`src/rtl/dexie_pkg.sv`:
```
// Shared defaults and the record layout for the DExIE control-flow queue.
// DEXIE_CF_TIMESTAMP_EN adds a cycle-count timestamp field to each record.
package dexie_pkg;

   localparam int CF_XLEN        = 32;
   localparam int CF_QUEUE_DEPTH = 8;
   localparam int CF_SEQ_W       = 8;
   localparam int CF_DROP_W      = 16;

   // Record layout at the default widths; the queue builds the same shape
   // from its own XLEN/SEQ_W parameters.
   typedef struct packed {
      logic [CF_XLEN-1:0]  pc;
      logic [CF_XLEN-1:0]  instr;
      logic [CF_XLEN-1:0]  next_pc;
      logic [CF_SEQ_W-1:0] seq;
`ifdef DEXIE_CF_TIMESTAMP_EN
      logic [CF_XLEN-1:0]  timestamp;
`endif
   } cf_record_t;

endpackage

```
`src/rtl/dexie_cf_fifo_ram.sv`:
```
// DEPTH x W record storage with one write port, one asynchronous read port
// and the read/write pointers that walk it.
module dexie_cf_fifo_ram #(
   parameter  int DEPTH = 8,
   parameter  int W     = 8,
   localparam int PW    = $clog2(DEPTH)
) (
   input  logic         clk,
   input  logic         rst,
   input  logic         push,
   input  logic         pop,
   input  logic [W-1:0] wdata,
   output logic [W-1:0] rdata
);

   logic [W-1:0]  mem [DEPTH];
   logic [PW-1:0] wr_ptr;
   logic [PW-1:0] rd_ptr;

   // Storage is left unreset; only occupancy decides what is meaningful.
   always_ff @(posedge clk) begin
      if (push) mem[wr_ptr] <= wdata;
   end

   always_ff @(posedge clk) begin
      if (rst) begin
         wr_ptr <= '0;
         rd_ptr <= '0;
      end else begin
         if (push) wr_ptr <= wr_ptr + PW'(1);
         if (pop)  rd_ptr <= rd_ptr + PW'(1);
      end
   end

   assign rdata = mem[rd_ptr];

endmodule

```
`src/rtl/dexie_cf_queue.sv`:
```
// Control-flow record queue feeding the DExIE monitor: filtering, sequencing,
// stall request and drop accounting. DEXIE_CF_TIMESTAMP_EN adds out_timestamp.
module dexie_cf_queue
   import dexie_pkg::*;
#(
   parameter  int XLEN            = CF_XLEN,
   parameter  int DEPTH           = CF_QUEUE_DEPTH,
   parameter  int STALL_THRESHOLD = DEPTH - 2,
   parameter  int SEQ_W           = CF_SEQ_W,
   parameter  int DROP_W          = CF_DROP_W,
   localparam int CW              = $clog2(DEPTH) + 1
) (
   input  logic              clk,
   input  logic              rst,
   input  logic              filter_seq,
   input  logic              in_valid,
   input  logic [XLEN-1:0]   in_pc,
   input  logic [XLEN-1:0]   in_instr,
   input  logic [XLEN-1:0]   in_next_pc,
   output logic              pipe_stall,
   output logic              out_valid,
   input  logic              out_ready,
   output logic [XLEN-1:0]   out_pc,
   output logic [XLEN-1:0]   out_instr,
   output logic [XLEN-1:0]   out_next_pc,
   output logic [SEQ_W-1:0]  out_seq,
`ifdef DEXIE_CF_TIMESTAMP_EN
   output logic [XLEN-1:0]   out_timestamp,
`endif
   output logic [CW-1:0]     count,
   output logic              overflow,
   output logic [DROP_W-1:0] drop_count
);

   typedef struct packed {
      logic [XLEN-1:0]  pc;
      logic [XLEN-1:0]  instr;
      logic [XLEN-1:0]  next_pc;
      logic [SEQ_W-1:0] seq;
`ifdef DEXIE_CF_TIMESTAMP_EN
      logic [XLEN-1:0]  timestamp;
`endif
   } rec_t;

   logic             is_seq;
   logic             in_q;
   logic             full;
   logic             push;
   logic             pop;
   logic             drop;
   logic [SEQ_W-1:0] seq_q;
   rec_t             wrec;
   rec_t             head;

   assign is_seq = (in_next_pc == in_pc + XLEN'(4));
   assign in_q   = in_valid & ~(filter_seq & is_seq);
   assign full   = (count == CW'(DEPTH));
   assign pop    = out_valid & out_ready;
   // A full queue still accepts when the head leaves in the same cycle.
   assign push   = in_q & (~full | pop);
   assign drop   = in_q & ~push;

   assign out_valid  = (count != '0);
   assign pipe_stall = (count >= CW'(STALL_THRESHOLD));

`ifdef DEXIE_CF_TIMESTAMP_EN
   logic [XLEN-1:0] ts_q;

   always_ff @(posedge clk) begin
      if (rst) ts_q <= '0;
      else     ts_q <= ts_q + XLEN'(1);
   end

   assign out_timestamp = head.timestamp;
`endif

   always_comb begin
      wrec         = '0;
      wrec.pc      = in_pc;
      wrec.instr   = in_instr;
      wrec.next_pc = in_next_pc;
      wrec.seq     = seq_q;
`ifdef DEXIE_CF_TIMESTAMP_EN
      wrec.timestamp = ts_q;
`endif
   end

   always_ff @(posedge clk) begin
      if (rst) begin
         count      <= '0;
         seq_q      <= '0;
         overflow   <= 1'b0;
         drop_count <= '0;
      end else begin
         if (push && !pop)      count <= count + CW'(1);
         else if (pop && !push) count <= count - CW'(1);
         if (push) seq_q <= seq_q + SEQ_W'(1);
         // Drops leave seq untouched; the monitor sees gaps only via drop_count.
         if (drop) begin
            overflow <= 1'b1;
            if (drop_count != '1) drop_count <= drop_count + DROP_W'(1);
         end
      end
   end

   dexie_cf_fifo_ram #(
      .DEPTH (DEPTH),
      .W     ($bits(rec_t))
   ) u_ram (
      .clk   (clk),
      .rst   (rst),
      .push  (push),
      .pop   (pop),
      .wdata (wrec),
      .rdata (head)
   );

   assign out_pc      = head.pc;
   assign out_instr   = head.instr;
   assign out_next_pc = head.next_pc;
   assign out_seq     = head.seq;

endmodule

```
`config.mk`:
```
export PLATFORM = sky130hd
export DESIGN_NAME = dexie_cf_queue
export DESIGN_NICKNAME = d
export VERILOG_FILES = /design/src/rtl/dexie_pkg.sv /design/src/rtl/dexie_cf_fifo_ram.sv /design/src/rtl/dexie_cf_queue.sv
export SDC_FILE = /design/constraint.sdc
export NUM_CORES = 1
export LEC_CHECK = 0
export BUFFER_PORTS_ARGS = -buffer_cell sky130_fd_sc_hd__buf_2
export CELL_PAD_IN_SITES_DETAIL_PLACEMENT = 1
export CELL_PAD_IN_SITES_GLOBAL_PLACEMENT = 1
export CORE_ASPECT_RATIO = 0.5
export CORE_UTILIZATION = 46
export CTS_BUF_LIST = sky130_fd_sc_hd__clkbuf_8
export CTS_CLUSTER_DIAMETER = 50
export DETAILED_ROUTE_END_ITERATION = 10
export PLACE_DENSITY = 0.76
export SLEW_MARGIN = 0
export SYNTH_ARGS = -nofsm -noshare
export SYNTH_HDL_FRONTEND = slang
export SYNTH_HIERARCHICAL = 1
export SYNTH_SLANG_ARGS = --single-unit
export TNS_END_PERCENT = 100
```
`constraint.sdc`:
```
create_clock -name clk -period 15.5 [get_ports clk]
set_input_delay 3.1 -clock clk [delete_from_list [all_inputs] [get_ports clk]]
set_output_delay 3.1 -clock clk [all_outputs]
set_load 0.01 [all_outputs]
```
[After elaboration in Yosys (flattened, before gate mapping)]
Memory sizes are Yosys's and may differ from the RTL's. A register that Yosys moved wholly into a read port is not among the register bits.
Cells that the tools add are included.
Storage, ports and cells
  register bits after elaboration: 35
  bits in writable memories: 832
  input bits: 101
  output and inout bits: 127
  logic and storage cells: 40
  memories kept: 1
Cells by class
  $add $sub $neg: 7
  order comparisons: 1
  equal/unequal tests: 3
  multiplexer cells: 6
  bitwise logic cells: 9
  reduce and logical (&&, ||, !) cells: 7
Memories
  u_ram.mem: depth 8, bits a word 104, read ports 1, clocked after Yosys merged registers in 1, write ports 1, RTL line dexie_cf_fifo_ram.sv:16  | logic [W-1:0] mem [DEPTH];
Operators with widths (number)
  adder 32 x 3 -> 32 bit (second input constant): 1
  == test 32 bit: 1
  adder 16 x 1 -> 16 bit (second input constant): 1
  != test 16 bit (second input constant): 1
  adder 8 x 1 -> 8 bit (second input constant): 1
  2-to-1 mux 4 bit: 2
  adder 3 x 1 -> 3 bit (second input constant): 2
  2-to-1 mux 3 bit: 2
  AND 1 bit: 5
  adder 4 x 1 -> 4 bit (second input constant): 1
  == test 4 bit (second input constant): 1
  >= comparator 4 x 3 -> 1 bit (second input constant): 1
  nonzero test 4 bit: 1
  subtractor 4 x 1 -> 4 bit (second input constant): 1
  inverter 1 bit: 3
  logical AND 1 bit: 2
  zero test 1 bit: 2
  2-to-1 mux 1 bit: 2
  AND reduction 2 bit: 1
  nonzero test 2 bit: 1
  bitwise OR 1 bit: 1

[Longest topological paths before layout]
Gate-level depths: netlist of run 1.
  word-level depth: 10
  gate-level depth with buffers: 20
  gate-level depth less buffers: 17

[Cells and area by module]
The synthesis of run 1 kept the hierarchy.
By module, submodules not included
  dexie_cf_fifo_ram: times used 1, cells each 1241, area each 31983.2 um2, sequential area each 25164.1 um2
  dexie_cf_queue: times used 1, cells each 390, area each 2960.3 um2, sequential area each 580.6 um2

[Least setup slack after synthesis of run 1]
Ideal clock, no wire load.
  path kind: input to register
  start: input port in_pc[5]
  end: memory u_ram/mem[0][0] (netlist name) (enable)
  setup time: 695 ps
  arrival time: 12486 ps
  required time: 14805 ps
  setup slack: 2319 ps
  stages: 14
  path buffers: 4
  cell sequence: buf_2 nand2_1 or3_1 buf_2 mux2_4 a311o_1 nand2_1 nor4_1 and4b_4 buf_6 buf_4 nor2_1 nand2b_1 nor3_1
On the way
  word-level cells in the longest chain between the ends: 8
Ends and longest elaborated chain
  start, declared: RTL line dexie_cf_queue.sv:17  | input logic [XLEN-1:0] in_pc,
  adder 32 x 3 -> 32 bit: RTL line dexie_cf_queue.sv:55  | assign is_seq = (in_next_pc == in_pc + XLEN'(4));
  == test 32 bit: RTL line dexie_cf_queue.sv:55
  AND 1 bit: RTL line dexie_cf_queue.sv:56  | assign in_q = in_valid & ~(filter_seq & is_seq);
  inverter 1 bit: RTL line dexie_cf_queue.sv:56
  AND 1 bit: RTL line dexie_cf_queue.sv:56
  AND 1 bit: RTL line dexie_cf_queue.sv:60  | assign push = in_q & (~full | pop);
  net push: RTL line dexie_cf_queue.sv:48  | logic push;
  2-to-1 mux 1 bit: RTL line dexie_cf_fifo_ram.sv:22  | if (push) mem[wr_ptr] <= wdata;
  2-to-1 mux 1 bit (implied by the code): RTL line dexie_cf_fifo_ram.sv:22
  end, declared: RTL line dexie_cf_fifo_ram.sv:16
The timed path passes the listed nets, and every way through them passes these cells.

[Worst setup path in the final report of run 1]
  start: input port in_pc[3]
  end: memory u_ram/mem[4][6] (netlist name) (enable)
Same word-level chain as after synthesis.

==> results of run 1 <==
==> through the flow <==
stage	util	instances	setup WS [ns]	cell area (um^2)
floorplan	-	1631	2.319	34940
global placement	0.4936	2832	6.838	37090
detailed placement	0.4936	2832	6.593	37090
CTS	0.5220	3038	7.360	39230
global route	0.5222	3044	7.040	39250
finish	0.5222	3044	7.302	39250
==> how the worst min path moves through the flow <==
stage	start	slack, ns	to
2_1_floorplan	u_ram/wr_ptr[0]	0.47	u_ram/wr_ptr[0]
3_3_place_gp	overflow	0.46	overflow
3_5_place_dp	overflow	0.47	overflow
4_1_cts	overflow	0.48	overflow
5_1_grt	overflow	0.54	overflow
6_report	overflow	0.48	overflow
==> area by class of cell <==
type	instances	area, um^2
Antenna cell	6	15.01
Clock buffer	120	1652
Clock inverter	86	489.2
Fill cell	6875	35910
Inverter	11	41.29
Multi-Input combinational cell	678	8676
Sequential cell	870	25760
Tap cell	1022	1279
Timing Repair Buffer	251	1341
==> placed cells by master, fill, tap and decap left out, types with 10 or more instances in the layout <==
cell / Yosys / routed
xor2_1: 19 / 19
clkinv_2: 0 / 18
mux2_2: 21 / 21
nor2_1: 47 / 41
nand2_1: 29 / 29
clkbuf_8: 0 / 120
mux4_2: 208 / 208
buf_2: 31 / 227
edfxtp_1: 832 / 832
nand4_1: 18 / 18
o21ai_0: 13 / 13
mux2_4: 85 / 85
nand2b_1: 11 / 11
nor3_1: 14 / 12
buf_4: 2 / 22
nand3_1: 18 / 18
dfxtp_1: 38 / 35
a21oi_1: 24 / 24
nor2b_1: 16 / 16
xnor2_1: 21 / 21
mux2_1: 10 / 10
inv_1: 11 / 44
nor4_1: 10 / 10
clkinv_1: 0 / 23
==> sequential cells by signal (all words and copies together), names as in the netlist, named ones only <==
| name | cells |
|---|---|
| u_ram/rd_ptr | 3 |
| u_ram/wr_ptr | 3 |
| drop_count | 16 |
| overflow | 1 |
| count | 4 |
| u_ram/mem | 832 |
| seq_q | 8 |
==> layer usage <==
| layer | vias up | global-route usage | wire length [um] |
|---|---|---|---|
| li1 | 7408 | - | - |
| met1 | 9188 | 0.2810 | 33840 |
| met2 | 437 | 0.3454 | 40230 |
| met3 | 109 | 0.03734 | 3645 |
| met4 | 0 | 0.05830 | 1607 |
| met5 | - | 0 | 0 |
==> power groups by stage <==
stage | clock network, mW | logic [mW] | registers [mW]
after floorplan | 0 | 0.976 | 2.75
after detailed placement | 0 | 1.27 | 2.79
final | 1.63 | 1.25 | 2.73
after global routing | 1.76 | 1.33 | 2.74
after global placement | 0 | 1.26 | 2.78
after CTS | 1.67 | 1.28 | 2.74
==> kinds of logic after synthesis <==
kind of cell | after synthesis | share of synthesized area
flops | 870 | 0.7368
mux | 330 | 0.1823
simple gates | 223 | 0.03670
buf+inv | 83 | 0.01654
compound gates | 76 | 0.01425
xor+xnor | 40 | 0.01003
fa+ha+maj | 9 | 0.003438
==> critical path: stages <==
cell	delay, ns
buf_2	0.24
ha_1	0.30
nand4_2	0.26
or4_1	0.59
a211oi_1	0.30
a211oi_1	0.10
nor2_1	0.13
a2111oi_0	0.08
and4b_4	0.33
nor2_1	0.45
nand2b_1	0.36
nor2_4	0.80
buf_4	0.72
buf_4	0.69
==> flow_metrics.tcl, run 1 <==
set metrics [dict create \
    status "finished, final reports clean" \
    peakVddDrop_mv 0.07568 \
    synth_common_cells "edfxtp_1 (832), mux4_2 (208), mux2_4 (85)" \
    timing.rr.end "u_ram/mem[4][6]" \
    die_w_um 391.8 \
    combPwrFrac 0.223 \
    seq_area_frac_synth 0.7368 \
    cts_setup_buffers 0 \
    drive_gt1_frac 0.3661 \
    async_reset_ff_frac 0 \
    reg2regPathDepth 8 \
    routed_via_density 5.631 \
    synth-main-ff-cell "edfxtp_1" \
    p_sw_frac 0.2704 \
    total_power_mw 5.610 \
    fmax_ghz 0.1220 \
    ant_nets 0 \
    synth_nets 1741 \
    clockBufferDepth 3 \
    worstSetupStartpoint "in_pc[3]" \
    finalSetupTns_ns 0 \
    synth-edff-count 832 \
    ys_types 66 \
    p_leak_nw 12.77 \
    hold_viol 0 \
    crit_required_ns 15.88 \
    cts.sinks 870 \
    dp_hpwl_um 47140 \
    cap_viol_max_count 0 \
    cts_hold_buffers 0 \
    die_y_um 196.9 \
    wl_um 79320 \
    internal_power_mw 4.093 \
    fin_crit_sh 0.5289 \
    crit_type "in2reg" \
    skew_ns 0.04861 \
    die-area_um2 77140 \
    seq_power_share 0.487 \
    power_density_nw_per_um2 142.9 \
    cts-root-buf "clkbuf_8" \
    yosysTopAreaCell "edfxtp_1" \
    critPathLaunchType "input port" \
    routedWlPerCell_um 26.06 \
    cts_tree "done" \
    grt_pass1_vias 18464 \
    synthDominantCellAreaShare 0.7150 \
    drtPass1Iterations 5 \
    syn_area_um2 34940 \
    numCtsBuffers 116 \
    yosysWarnings 6 \
    rsz0062_at_grt "no" \
    ios 228 \
    cts_resized 0 \
    clock_latency_ns 0.79 \
    critPathCapture "u_ram/mem[4][6]" \
    synth-seq-cells 870 \
    r2r_start "count[1]" \
    start_util 0.4650 \
    synth_area_leaders "edfxtp_1 (71%), mux4_2 (13%), mux2_4 (3.7%), dfxtp_1 (2.2%), mux2_2 (0.68%)" \
    slew_viol_final 0 \
    regToRegSetupSlack_ns 10.96 \
    p_switching_mw 1.517 \
    crit_arrival_ns 8.58 \
    drcViolationCount 0 \
    vias 17142 \
    cp_max_fo 41 \
    fin_nets 2038 \
    grt_pass1_wl_um 117800 \
    setup_viol 0 \
    power.share.clock 0.290 \
    core_area_um2 75150 \
    grt_use_total 0.2070 \
    antenna_found_initial 5 \
    endpoint_kind "flip-flop" \
    place.gp.congestion 0.8345 \
    drt_iter0_markers 1280 \
    rows 71 \
    holdWs_ns 0.4753 \
    hold_path_class "reg2reg" \
    slew_headroom 0.2374 \
    worst_slew_pin_slew_ns 1.134 \
    postSynthAreaPerCell_um2 21.42 \
    clk_pin_slew_ns 0.06 \
    synth.most_common_cell "edfxtp_1" \
    io_buffers 227 \
    htree_levels 3 \
    synthToLayoutAreaGrowth_pct 12.32 \
    hold_depth 2 \
    grt_max_degree 149 \
    post-route-min-period_ns 8.198 \
    grt-ovfl-total 0 \
    syn_inst 1631 \
]
Note: power is estimated with default switching activity, not from simulation.
==> run 2, diff against run 1 <==
--- a/config.mk
+++ b/config.mk
@@ -5,15 +5,16 @@
 export SDC_FILE = /design/constraint.sdc
 export NUM_CORES = 1
 export LEC_CHECK = 0
+export ABC_AREA = 1
 export BUFFER_PORTS_ARGS = -buffer_cell sky130_fd_sc_hd__buf_2
 export CELL_PAD_IN_SITES_DETAIL_PLACEMENT = 1
 export CELL_PAD_IN_SITES_GLOBAL_PLACEMENT = 1
 export CORE_ASPECT_RATIO = 0.5
-export CORE_UTILIZATION = 46
+export CORE_UTILIZATION = 45
 export CTS_BUF_LIST = sky130_fd_sc_hd__clkbuf_8
 export CTS_CLUSTER_DIAMETER = 50
 export DETAILED_ROUTE_END_ITERATION = 10
-export PLACE_DENSITY = 0.76
+export PLACE_DENSITY = 0.85
 export SLEW_MARGIN = 0
 export SYNTH_ARGS = -nofsm -noshare
 export SYNTH_HDL_FRONTEND = slang
==> constraint.sdc (replaced) <==
create_clock -name clk -period 6.6 [get_ports clk]
set_input_delay 1.32 -clock clk [delete_from_list [all_inputs] [get_ports clk]]
set_output_delay 1.32 -clock clk [all_outputs]
set_load 0.01 [all_outputs]
==> run 2 against run 1 <==
Net effect: largest cell class unchanged; register-to-register slack lost 7.5 ns; synthesized cell count increased to 2.6 times the previous value; worst hold slack about the same; highest routed layer is now met5; core utilization fell by 0.93 points.
==> flow_metrics.tcl, run 2 <==
set metrics [dict create \
    status "finished, final reports clean" \
    synth-main-ff-cell "edfxtp_1" \
    cp_num_buf_inv 3 \
    cts_tree "done" \
    crit_required_ns 5.28 \
    p_leak_nw 20.80 \
    die-area_um2 89270 \
    synth_nets 4310 \
    holdWs_ns 0.4753 \
    final_common_cell "nand2_1" \
    synth_area_leaders "edfxtp_1 (63%), nand2_1 (15%), inv_1 (8.7%), nand3_1 (5.6%), dfxtp_1 (1.9%)" \
    yosysWarnings 6 \
    syn_inst 4200 \
    endpoint_kind "output port" \
    cts_hold_buffers 0 \
    drtPass1Iterations 5 \
    worst_slew_pin_slew_ns 1.040 \
    routedWlPerCell_um 21.29 \
    largestRegisters "u_ram/mem (832), drop_count (16), seq_q (8)" \
    regMostFlops "u_ram/mem" \
    postSynthAreaPerCell_um2 9.429 \
    die_w_um 421.5 \
    drcViolationCount 0 \
    synth-seq-cells 870 \
    r2r_start "count[0]" \
    crit_chain "buf_4 > buf_4 > nand2_1 > nand3_1 > nand2_1 > nand2_1 > nand2_1 > buf_2" \
    final_util 0.5130 \
    die_y_um 211.8 \
    ys_types 41 \
    fin_nets 4540 \
    routed_via_density 5.192 \
    yosysTopAreaCell "edfxtp_1" \
    drt_iter0_markers 2281 \
    synthDominantCellAreaShare 0.6309 \
    setup_viol 0 \
    synth_common_cells "nand2_1 (1,555), inv_1 (919), edfxtp_1 (832)" \
    crit_arrival_ns 3.99 \
    cts_resized 0 \
    ff_latch_area_um2 25760 \
    rows 76 \
    crit_top_cell "nand2_1" \
    clockBufferDepth 3 \
    power_density_nw_per_um2 352.6 \
    vias 29725 \
    layout_common_cells "nand2_1 (1,555), inv_1 (964), edfxtp_1 (832)" \
    grt-ovfl-total 0 \
    grt_max_degree 167 \
    cpPeakStageDelay_ns 0.85 \
    ios 228 \
    slew_viol_final 0 \
    start_util 0.4572 \
    cp.depth 8 \
    cpMaxStageDelayCell "dfxtp_4" \
    nFillCells 9852 \
    htree_levels 4 \
    core_area_um2 86630 \
    wl_um 121900 \
    numCtsBuffers 130 \
    drive_gt1_frac 0.1033 \
    hold_path_class "reg2reg" \
    antenna_found_initial 20 \
    synthToLayoutAreaGrowth_pct 12.21 \
    fmax_ghz 0.1882 \
    rsz0062_at_grt "no" \
    cts-root-buf "clkbuf_8" \
    critPathLaunchType "flip-flop" \
    post-route-min-period_ns 5.315 \
    largest_register_ffs 832 \
    clock_latency_ns 0.86 \
    cts_setup_buffers 0 \
    pre_cts_ws_ns 1.245 \
    io_buffers 227 \
    regToRegSetupSlack_ns 3.45 \
    grt_pass1_vias 31703 \
    multiInputGateArea_um2 9635 \
    cp_max_fo 67 \
    clk_pin_slew_ns 0.07 \
    hold_viol 0 \
    grt_pass1_wl_um 179100 \
    peakVddDrop_mv 0.2530 \
    place.gp.congestion 0.8656 \
    ant_nets 0 \
    synth-edff-count 832 \
    cap_viol_max_count 0 \
    async_reset_ff_frac 0 \
    grt_use_total 0.2636 \
    critPathCapture "out_instr[18]" \
    seq_area_frac_synth 0.6501 \
    slew_headroom 0.3067 \
    fin_crit_sh 0.8053 \
    critPathTopFamily "buffers and inverters" \
    reg2regPathDepth 10 \
    setup_slack_ns 1.285 \
    synth.most_common_cell "nand2_1" \
    skew_ns 0.03934 \
    crit_type "reg2out" \
    timing.rr.end "u_ram/mem[6][59]" \
    syn_area_um2 39600 \
    cts.sinks 870 \
    dp_hpwl_um 70880 \
]
-- run 2: cell count changes in the layout (fill, tap and decap cells not counted), moves of 16 or more --
cell,delta
nand3_1,+423
mux4_2,-208
buf_12,+16
mux2_2,-21
nor2_1,+50
diode_2,+19
inv_1,+920
nand2_1,+1526
nor2b_1,-16
mux2_4,-85
-- run 2: worst min path at each step --
| stage | start | endpoint | slack [ns] | depth (start not counted) |
|---|---|---|---|---|
| CTS | overflow | overflow | 0.48 | 2 |
| global placement | overflow | overflow | 0.44 | 2 |
| floorplan | u_ram/wr_ptr[0] | u_ram/wr_ptr[0] | 0.46 | 2 |
| global route | overflow | overflow | 0.49 | 2 |
| detailed placement | overflow | overflow | 0.46 | 2 |
| finish | overflow | overflow | 0.48 | 2 |
-- run 2: logic make-up after synthesis --
kind of cell               share of synthesized area
AOI/OAI and AO/OA                           0.006445
xor gates and xnor gates                    0.005687
and+or+nand+nor                               0.2266
DFF                                           0.6501
adders and majority gates                   0.003033
buffers and inverters                         0.1081
-- run 2: cell type report --
class | instances | area share
well taps | 1170 | 0.03294
repair buffers | 264 | 0.03688
diodes | 25 | 0.001408
clock inverters | 97 | 0.01197
multi-input cells | 2239 | 0.2168
inverters | 925 | 0.07858
flip-flops and latches | 870 | 0.5796
clock buffers | 135 | 0.04181
-- run 2: per-stage QoR --
| stage | cell area, um^2 | std cells | total power [mW] | setup TNS [ns] |
|---|---|---|---|---|
| 6_report | 44440 | 5725 | 15.67 | 0 |
| 5_1_grt | 44440 | 5724 | 16.39 | 0 |
| 4_1_cts | 44380 | 5700 | 15.65 | 0 |
| 3_5_place_dp | 41990 | 5468 | 11.38 | 0 |
| 3_3_place_gp | 41990 | 5468 | 11.09 | 0 |
| 2_1_floorplan | 39610 | 4200 | 9.621 | -575.68 |
-- run 2: where the power goes --
| group | internal, mW | total, mW | switching, mW |
|---|---|---|---|
| sequential | 6.35 | 6.55 | 0.198 |
| clock | 2.06 | 4.31 | 2.24 |
| combinational | 1.36 | 4.81 | 3.46 |
-- run 2: layer usage --
metal  part of all wire  track usage  vias up
li1                   -            -    13534
met1               0.39       0.3125    14827
met2               0.51       0.4655     1082
met3              0.057      0.04483      280
met4              0.038       0.1322        2
met5           0.000082            0        -
-- run 2: worst register-to-register path, cell delays in order (launching register included) --
cell and delay, ns:
dfxtp_1 0.47, nor2_1 0.11, nand3_1 0.09, nand2_1 0.11
nand4_1 0.18, nand3_4 0.17, inv_6 0.17, inv_1 0.10
or2_2 0.40, nor2_4 0.63, buf_12 0.35
